`config.mk`:
```
export PLATFORM = sky130hd
export DESIGN_NAME = conv1_seq_ctrl
export DESIGN_NICKNAME = d
export VERILOG_FILES = /design/src/rtl/conv1_pkg.sv /design/src/rtl/conv1_rd_pipe.sv /design/src/rtl/conv1_seq_ctrl.sv
export SDC_FILE = /design/constraint.sdc
export NUM_CORES = 1
export LEC_CHECK = 0
export BUFFER_PORTS_ARGS = -buffer_cell sky130_fd_sc_hd__buf_2
export CORE_AREA = 4 4 96 98
export CTS_BUF_LIST = sky130_fd_sc_hd__clkbuf_16
export DETAILED_ROUTE_END_ITERATION = 8
export DIE_AREA = 0 0 100 102
export SYNTH_ARGS = -nofsm -noshare
export SYNTH_HDL_FRONTEND = slang
export SYNTH_SLANG_ARGS = --single-unit
```
`constraint.sdc`:
```
create_clock -name clk -period 4.9 [get_ports clk]
set_clock_uncertainty 0.15 [all_clocks]
set_input_delay 0 -clock clk [delete_from_list [all_inputs] [get_ports clk]]
set_output_delay 0 -clock clk [all_outputs]
set_load 0.01 [all_outputs]
```
`src/rtl/conv1_pkg.sv`:
```
// Shared constants and FSM state type for convolution layer 1.
// Imported by the layer-1 wrapper and by the address sequencer.
package conv1_pkg;

    localparam int conv1_n         = 512;
    localparam int conv1_k         = 32;
    localparam int conv1_step      = 8;
    localparam int conv1_outlen    = 61;
    localparam int conv1_channelnb = 4;

    typedef enum logic [2:0] {
        ST_IDLE,
        ST_BIAS,
        ST_RUN,
        ST_DRAIN,
        ST_DONE
    } conv1_state_t;

    // Keeps every derived bus at least one bit wide for degenerate sizes.
    function automatic int clog2_min1(input int v);
        return (v > 1) ? $clog2(v) : 1;
    endfunction

endpackage

```
`src/rtl/conv1_rd_pipe.sv`:
```
// ce-gated delay line that aligns issue-side qualifiers and indices with ROM read data.
// depth matches the ROM read latency in ce cycles.
module conv1_rd_pipe #(
    parameter int width = 8,
    parameter int depth = 1
) (
    input  logic             clk,
    input  logic             global_rst,
    input  logic             ce,
    input  logic [width-1:0] d,
    output logic [width-1:0] q
);

    logic [width-1:0] stage [depth];

    always_ff @(posedge clk) begin
        if (global_rst) begin
            for (int i = 0; i < depth; i++) begin
                stage[i] <= '0;
            end
        end else if (ce) begin
            stage[0] <= d;
            for (int i = 1; i < depth; i++) begin
                stage[i] <= stage[i-1];
            end
        end
    end

    assign q = stage[depth-1];

endmodule

```
`src/rtl/conv1_seq_ctrl.sv`:
```
// Address sequencer and control FSM for conv layer 1 (channel / output / tap walk).
// Optional build macro CONV1_SEQ_BIAS_EN adds a one-cycle bias fetch per channel.
module conv1_seq_ctrl
    import conv1_pkg::*;
#(
    parameter int n         = conv1_n,
    parameter int k         = conv1_k,
    parameter int step      = conv1_step,
    parameter int outlen    = conv1_outlen,
    parameter int channelnb = conv1_channelnb,
    parameter int rd_lat    = 1
) (
    input  logic                                 clk,
    input  logic                                 global_rst,
    input  logic                                 ce,
    input  logic                                 start,
    output logic                                 busy,
    output logic [clog2_min1(channelnb*k)-1:0]   weight_addr,
    output logic [clog2_min1(n)-1:0]             act_addr,
    output logic [clog2_min1(channelnb)-1:0]     bias_addr,
    output logic                                 bias_valid,
    output logic                                 tap_valid,
    output logic                                 acc_clr,
    output logic                                 acc_last,
    output logic [clog2_min1(outlen)-1:0]        out_idx,
    output logic [clog2_min1(channelnb)-1:0]     ch_idx,
    output logic                                 end_mod,
    output conv1_state_t                         dbg_state
);

    localparam int waw = clog2_min1(channelnb*k);
    localparam int aaw = clog2_min1(n);
    localparam int tw  = clog2_min1(k);
    localparam int ow  = clog2_min1(outlen);
    localparam int cw  = clog2_min1(channelnb);

    localparam logic [tw-1:0] t_last  = tw'(k-1);
    localparam logic [ow-1:0] o_last  = ow'(outlen-1);
    localparam logic [cw-1:0] ch_last = cw'(channelnb-1);

`ifdef CONV1_SEQ_BIAS_EN
    localparam conv1_state_t ch_entry = ST_BIAS;
    localparam int pw = 5 + ow + cw;
`else
    localparam conv1_state_t ch_entry = ST_RUN;
    localparam int pw = 4 + ow + cw;
`endif

    conv1_state_t    state_q, state_d;
    logic [tw-1:0]   t_q, t_d;
    logic [ow-1:0]   o_q, o_d;
    logic [cw-1:0]   ch_q, ch_d;
    logic            accept;

    // Issue stage: registered ROM addresses plus the flags describing that read.
    logic            iss_tap, iss_clr, iss_last, iss_end;
    logic [ow-1:0]   iss_o;
    logic [cw-1:0]   iss_ch;
    logic            tap_q, clr_q, last_q, end_q;
    logic [pw-1:0]   pipe_d, pipe_q;

    assign accept = (state_q == ST_IDLE) && start && !busy;

    always_comb begin
        state_d = state_q;
        t_d     = t_q;
        o_d     = o_q;
        ch_d    = ch_q;
        case (state_q)
            ST_IDLE: begin
                if (accept) begin
                    t_d     = '0;
                    o_d     = '0;
                    ch_d    = '0;
                    state_d = ch_entry;
                end
            end
            ST_BIAS: state_d = ST_RUN;
            ST_RUN: begin
                if (t_q == t_last) begin
                    t_d = '0;
                    if (o_q == o_last) begin
                        o_d = '0;
                        if (ch_q == ch_last) begin
                            state_d = ST_DRAIN;
                        end else begin
                            ch_d    = ch_q + 1'b1;
                            state_d = ch_entry;
                        end
                    end else begin
                        o_d = o_q + 1'b1;
                    end
                end else begin
                    t_d = t_q + 1'b1;
                end
            end
            ST_DRAIN: state_d = ST_DONE;
            ST_DONE:  state_d = ST_IDLE;
            default:  state_d = ST_IDLE;
        endcase
    end

    always_ff @(posedge clk) begin
        if (global_rst) begin
            state_q <= ST_IDLE;
            t_q     <= '0;
            o_q     <= '0;
            ch_q    <= '0;
        end else if (ce) begin
            state_q <= state_d;
            t_q     <= t_d;
            o_q     <= o_d;
            ch_q    <= ch_d;
        end
    end

    // busy spans acceptance through the end_mod cycle; IDLE ignores start until it drops.
    always_ff @(posedge clk) begin
        if (global_rst) begin
            busy <= 1'b0;
        end else if (ce) begin
            if (accept) begin
                busy <= 1'b1;
            end else if (end_q) begin
                busy <= 1'b0;
            end
        end
    end

    always_ff @(posedge clk) begin
        if (global_rst) begin
            weight_addr <= '0;
            act_addr    <= '0;
            iss_tap     <= 1'b0;
            iss_clr     <= 1'b0;
            iss_last    <= 1'b0;
            iss_end     <= 1'b0;
            iss_o       <= '0;
            iss_ch      <= '0;
        end else if (ce) begin
            weight_addr <= waw'(int'(ch_q) * k + int'(t_q));
            act_addr    <= aaw'(int'(o_q) * step + int'(t_q));
            iss_tap     <= (state_q == ST_RUN);
            iss_clr     <= (state_q == ST_RUN) && (t_q == '0);
            iss_last    <= (state_q == ST_RUN) && (t_q == t_last);
            iss_end     <= (state_q == ST_DONE);
            iss_o       <= o_q;
            iss_ch      <= ch_q;
        end
    end

`ifdef CONV1_SEQ_BIAS_EN
    logic iss_bias, bias_q;

    always_ff @(posedge clk) begin
        if (global_rst) begin
            bias_addr <= '0;
            iss_bias  <= 1'b0;
        end else if (ce) begin
            bias_addr <= ch_q;
            iss_bias  <= (state_q == ST_BIAS);
        end
    end

    assign pipe_d = {iss_bias, iss_tap, iss_clr, iss_last, iss_end, iss_o, iss_ch};
    assign {bias_q, tap_q, clr_q, last_q, end_q, out_idx, ch_idx} = pipe_q;
    assign bias_valid = bias_q & ce;
`else
    assign pipe_d = {iss_tap, iss_clr, iss_last, iss_end, iss_o, iss_ch};
    assign {tap_q, clr_q, last_q, end_q, out_idx, ch_idx} = pipe_q;
    assign bias_addr  = '0;
    assign bias_valid = 1'b0;
`endif

    conv1_rd_pipe #(
        .width (pw),
        .depth (rd_lat)
    ) u_rd_pipe (
        .clk        (clk),
        .global_rst (global_rst),
        .ce         (ce),
        .d          (pipe_d),
        .q          (pipe_q)
    );

    // Qualifiers only pulse on ce cycles, so the datapath never consumes during a stall.
    assign tap_valid = tap_q  & ce;
    assign acc_clr   = clr_q  & ce;
    assign acc_last  = last_q & ce;
    assign end_mod   = end_q  & ce;
    assign dbg_state = state_q;

endmodule

```
Yosys cells after proc, flatten, opt, wreduce, memory -nomap -nowiden
Memory sizes are Yosys's and may differ from the RTL's.
Cells that the tools add are included.
- register bits after elaboration: 45
- memory bits (writable): 12
- input port bits: 4
- output and inout port bits: 35
- memories: 1
- add/sub/neg operators: 5
- equal/unequal tests: 11
- multiplexer cells: 26
- bitwise operators: 4
- reductions and logical operators: 15
- memories (name ; words ; bits a word ; rd ports ; clocked after Yosys merged registers in ; write ports ; RTL line ; RTL):
    u_rd_pipe.stage ; 1 ; 12 ; 1 ; 0 ; 1 ; conv1_rd_pipe.sv:14 ; logic [width-1:0] stage [depth];
- operators by type and width (operator ; count):
    $mux 6 ; 3
    $mux 12 ; 1
    $pmux 3 s4 ; 1
    $pmux 6 s2 ; 1
    $reduce_or 12->1 ; 1
    $mux 5 ; 2
    $pmux 5 s2 ; 1
    $add 9x5->9 ; 1
    $mux 1 ; 9
    $mux 3 ; 3
    $mux 2 ; 4
    $reduce_and 4->1 ; 2
    $add 7x5->7 ; 1
    $add 6x1->6 const B ; 1
    $eq 3x2->1 const B ; 2
    $eq 6x6->1 const B ; 1
    $ne 2x2->1 const B ; 3
    $reduce_and 6->1 ; 1
    $add 5x1->5 const B ; 1
    $eq 5x5->1 const B ; 1
    $logic_not 5->1 ; 1
    $and 1x1->1 ; 4
    $logic_and 1x1->1 ; 4
    $pmux 2 s2 ; 1
    other kinds (10) ; 11

Depth between registers and ports, before layout
- word-level depth: 5
- depth in mapped cells: 8
- depth with buffers taken out: 7

Modules after synthesis
A second synthesis with hierarchy kept.
- cells, all modules: 249
- area total of the unflattened synthesis: 2474.9 um^2
- by module, submodules not included (module ; times used ; cells an instance ; area each (um^2)):
    conv1_seq_ctrl ; 1 ; 222 ; 1981.9
    conv1_rd_pipe ; 1 ; 27 ; 493.0

Worst setup path before layout
No wires, ideal clock.
- path kind: reg-to-reg
- start point: reg t_q[0]
- end point: reg o_q[1]
- setup time: 0.132 ns
- data arrival time: 1.732 ns
- data required time: 4.618 ns
- slack: 2.886 ns
- cell stages (with the launch flop): 9
- buffers on the path: 1
- period minus slack after synthesis: 2.014 ns
- cells stage by stage: dfxtp_1 > ha_1 > and3_1 > ha_1 > or4b_1 > o211ai_2 > buf_6 > or2_2 > a21oi_1
- word-level cells in the longest chain between the ends: 3
- RTL lines (item ; RTL line ; RTL):
    start: declaration ; conv1_seq_ctrl.sv:50 ; logic [tw-1:0] t_q, t_d;
    start signal: assignment ; conv1_seq_ctrl.sv:111 ; t_q <= t_d;
    $eq 5x5->1 ; conv1_seq_ctrl.sv:80 ; if (t_q == t_last) begin
    $ne 2x1->1 (no source line) ; n/a ;
    $reduce_and 4->1 (no source line) ; n/a ;
    end signal: assignment ; conv1_seq_ctrl.sv:107 ; o_q <= '0;
    end signal: assignment ; conv1_seq_ctrl.sv:112 ; o_q <= o_d;
    end: declaration ; conv1_seq_ctrl.sv:51 ; logic [ow-1:0] o_q, o_d;
No other way between the ends.
A chain may end at the register's enable or synchronous reset.

Worst setup path after layout
- start point: reg t_q[1]
- end point: reg o_q[5]
Same word-level chain as after synthesis.

==> results.json <==
{
  "portBuffers": 35,
  "comb_power_share_pct": 6.6,
  "vias_per_cell": 4.47,
  "synth_warnings": 0,
  "p_clk_share_pct": 45.6,
  "synth_top_cell_by_area": "dfxtp_1",
  "grt_max_degree": 45,
  "grt_pass1_wl_um": 7670,
  "worstSetupPathType": "flip-flop to flip-flop",
  "critPathSlowestCell": "or4_1",
  "cpMostUsedCell": "ha_1",
  "synth_top_cell_area_share_pct": 32.9,
  "synth_seq_cells": 52,
  "grt_overflow_total": 0,
  "postCtsResizedCells": 0,
  "cp-startpoint": "t_q[1]$_SDFFE_PP0P_",
  "start_util_pct": 28.7,
  "hold_class": "primary input to flip-flop",
  "yosysSeqAreaShare_pct": 47.8,
  "status": "finished, final reports clean",
  "holdWs_ns": 0.0648,
  "swShare_pct": 20.3,
  "p_switching_mw": 0.194,
  "synth_edf_count": 12,
  "cellLeakagePower_nw": 1.16,
  "crit_chain": "ha_1 > and3_1 > ha_1 > or4b_1 > o211ai_2 > or4_1 > a21oi_1",
  "multiInputGateArea_sq_mm": 0.00107,
  "grt_pass1_vias": 1536,
  "cts_buffers": 5,
  "post_cts_buffers": 0,
  "cts_tree": "yes",
  "drtAntennaViolNets": 0,
  "powerDensity_mw_per_mm2": 347,
  "max_freq_mhz": 458,
  "avgSynthCellArea_sq_um": 9.80,
  "crit_path_end_kind": "flip-flop",
  "cp.required_ns": 4.97,
  "num-nets-final": 276,
  "fp.dieH_um": 102,
  "antenna_found_initial": 0,
  "path_max_fanout": 12,
  "slew_headroom_pct": 39.8,
  "vias": 1660,
  "critical_path.startpoint_type": "flip-flop",
  "drv_cap": 0,
  "drive_above_1_share_pct": 18.3,
  "post-route-drc-count": 0,
  "synth_most_common_cell": "dfxtp_1",
  "slew_violations": 0,
  "syn_to_final_growth_pct": 13.5,
  "layout_min_cycle_time_ns": 2.18,
  "gp_congestion": 0.783,
  "hp-start": "global_rst",
  "h-tree-depth": 2,
  "synth_cell_types": 47,
  "design.core.area_sq_mm": 0.00847,
  "cpPeakStageDelay_ns": 0.53,
  "tightest_slew_ns": 0.903,
  "synth_commonest_cells": "dfxtp_1 (40), nor2_1 (32), mux2i_1 (16)",
  "rsz0062_at_grt": "false",
  "io_pins": 39,
  "p_int_mw": 0.763,
  "wl_um": 4780,
  "dieArea_sq_mm": 0.0102,
  "r2r-start": "t_q[1]$_SDFFE_PP0P_",
  "regArea_sq_mm": 0.00116,
  "clock_latency_ns": 0.29,
  "synth_cells": 248,
  "async_flop_share_pct": 0,
  "rows": 34,
  "dr.pass1.iters": 4,
  "clockRootBuffer": "clkbuf_16",
  "power_frac_seq_pct": 47.8,
  "dpl.hpwl_um": 3360,
  "cts.path.max_buffers": 2,
  "synth_area_leaders": "dfxtp_1 (33%), edfxtp_1 (15%), mux2i_1 (6.6%)",
  "finalSetupTns_ns": 0,
  "synthFlopType": "dfxtp_1",
  "clock_sinks": 52,
  "fillCellCount": 861,
  "post_drt_wl_per_cell_um": 12.9,
  "cts.reportedPaths.clkPinSlew_ns": 0.06,
  "hold_violations": 0,
  "antenna_cells": 0,
  "globalRouteTotalUtil_pct": 9.62,
  "die_x_um": 100,
  "drt_iter0_drc": 68,
  "syn-cell-area_sq_mm": 0.00243,
  "crit_arrival_ns": 2.26,
  "ir_drop_uv": 117,
  "ctsHoldBuffers": 0,
  "post-route-period-util_pct": 44.6,
  "setup_viol": 0
}
[sequential cells by signal, indices dropped and copies added, names as in the netlist]
signal and flops:
act_addr 6, busy 1, ch_q 2, dbg_state 3
iss_clr 1, iss_end 1, iss_last 1, iss_o 6
iss_tap 1, o_q 6, t_q 5, u_rd_pipe.stage 12
weight_addr 7
[power groups by stage]
stage | clock [mW] | combinational (mW) | sequential, mW
2_1_floorplan | 0 | 0.0539 | 0.466
3_3_place_gp | 0 | 0.0635 | 0.467
3_5_place_dp | 0 | 0.0639 | 0.467
4_1_cts | 0.442 | 0.0642 | 0.457
5_1_grt | 0.462 | 0.0714 | 0.459
6_report | 0.437 | 0.0632 | 0.457
[path summary, 6_finish.rpt]
check,to,slack (ns),cells after the start
setup / recovery,o_q[5]$_SDFFE_PP0P_,2.72,7
hold / removal,iss_o[2]$_SDFFE_PP0P_,0.06,2
setup reg to reg,o_q[5]$_SDFFE_PP0P_,2.72,7
hold reg to reg,iss_tap$_SDFFE_PP0P_,0.31,2
[metrics by stage]
| stage | setup slack, ns | instances | area [sq um] | power [mW] | util (%) |
|---|---|---|---|---|---|
| final | 2.72 | 371 | 2760 | 0.957 | 32.6 |
| after floorplan | 2.89 | 250 | 2440 | 0.520 | - |
| after detailed placement | 2.62 | 364 | 2570 | 0.531 | 30.4 |
| after global placement | 2.68 | 364 | 2570 | 0.530 | 30.4 |
| after CTS | 2.69 | 371 | 2760 | 0.964 | 32.6 |
| after global routing | 2.55 | 371 | 2760 | 0.992 | 32.6 |
[routing by layer]
metal / wire, um / global-route usage, % / share of wire (%)
met1: 2240 / 12.2 / 47
met5: 0 / 0 / 0
met3: 277 / 3.34 / 5.8
met4: 58 / 3.32 / 1.2
met2: 2200 / 15.3 / 46
[cells by family (layout without fill, tap and decap cells)]
family                   Yosys count  count (layout)  share of synthesized area, %
flip-flops                        52              52                          47.8
XOR/XNOR                           7               7                          2.52
adder cells (fa/ha/maj)            9               9                          4.94
multiplexers                      17              17                          7.05
AO/OA/AOI/OAI                     35              35                          9.42
other                              1               3                         0.154
buffers and inverters             39              52                          8.70
AND/OR/NAND/NOR                   88              88                          19.5
[critical path: cells and delay by family (launching register included)]
kind            cells  cell delay [ns]
fa+ha+maj           2             0.38
simple gates        3             0.83
compound gates      2             0.36
flops               1             0.39
[layout make-up]
cell class / instances / area share (%)
Clock buffer: 5 / 4.53
Tap cell: 108 / 4.90
Sequential cell: 52 / 42.1
Multi-Input combinational cell: 159 / 38.6
Clock inverter: 2 / 2.18
Inverter: 10 / 1.36
Timing Repair Buffer: 35 / 6.35
[cell usage in the layout, fill, tap and decap left out, drive strengths merged, types with 4 or more instances in the layout]
| master | synthesis | layout |
|---|---|---|
| nand3 | 6 | 6 |
| inv | 10 | 10 |
| nand2b | 4 | 4 |
| nand2 | 9 | 9 |
| clkbuf | 10 | 5 |
| buf | 19 | 35 |
| a21oi | 9 | 9 |
| edfxtp | 12 | 12 |
| nor2 | 32 | 32 |
| mux2i | 16 | 16 |
| o21ai | 8 | 8 |
| dfxtp | 40 | 40 |
| ha | 8 | 8 |
| a211oi | 4 | 4 |
| or3 | 4 | 4 |
| xor2 | 4 | 4 |
| and2 | 15 | 15 |
Note: power is estimated with default switching activity, not from simulation.
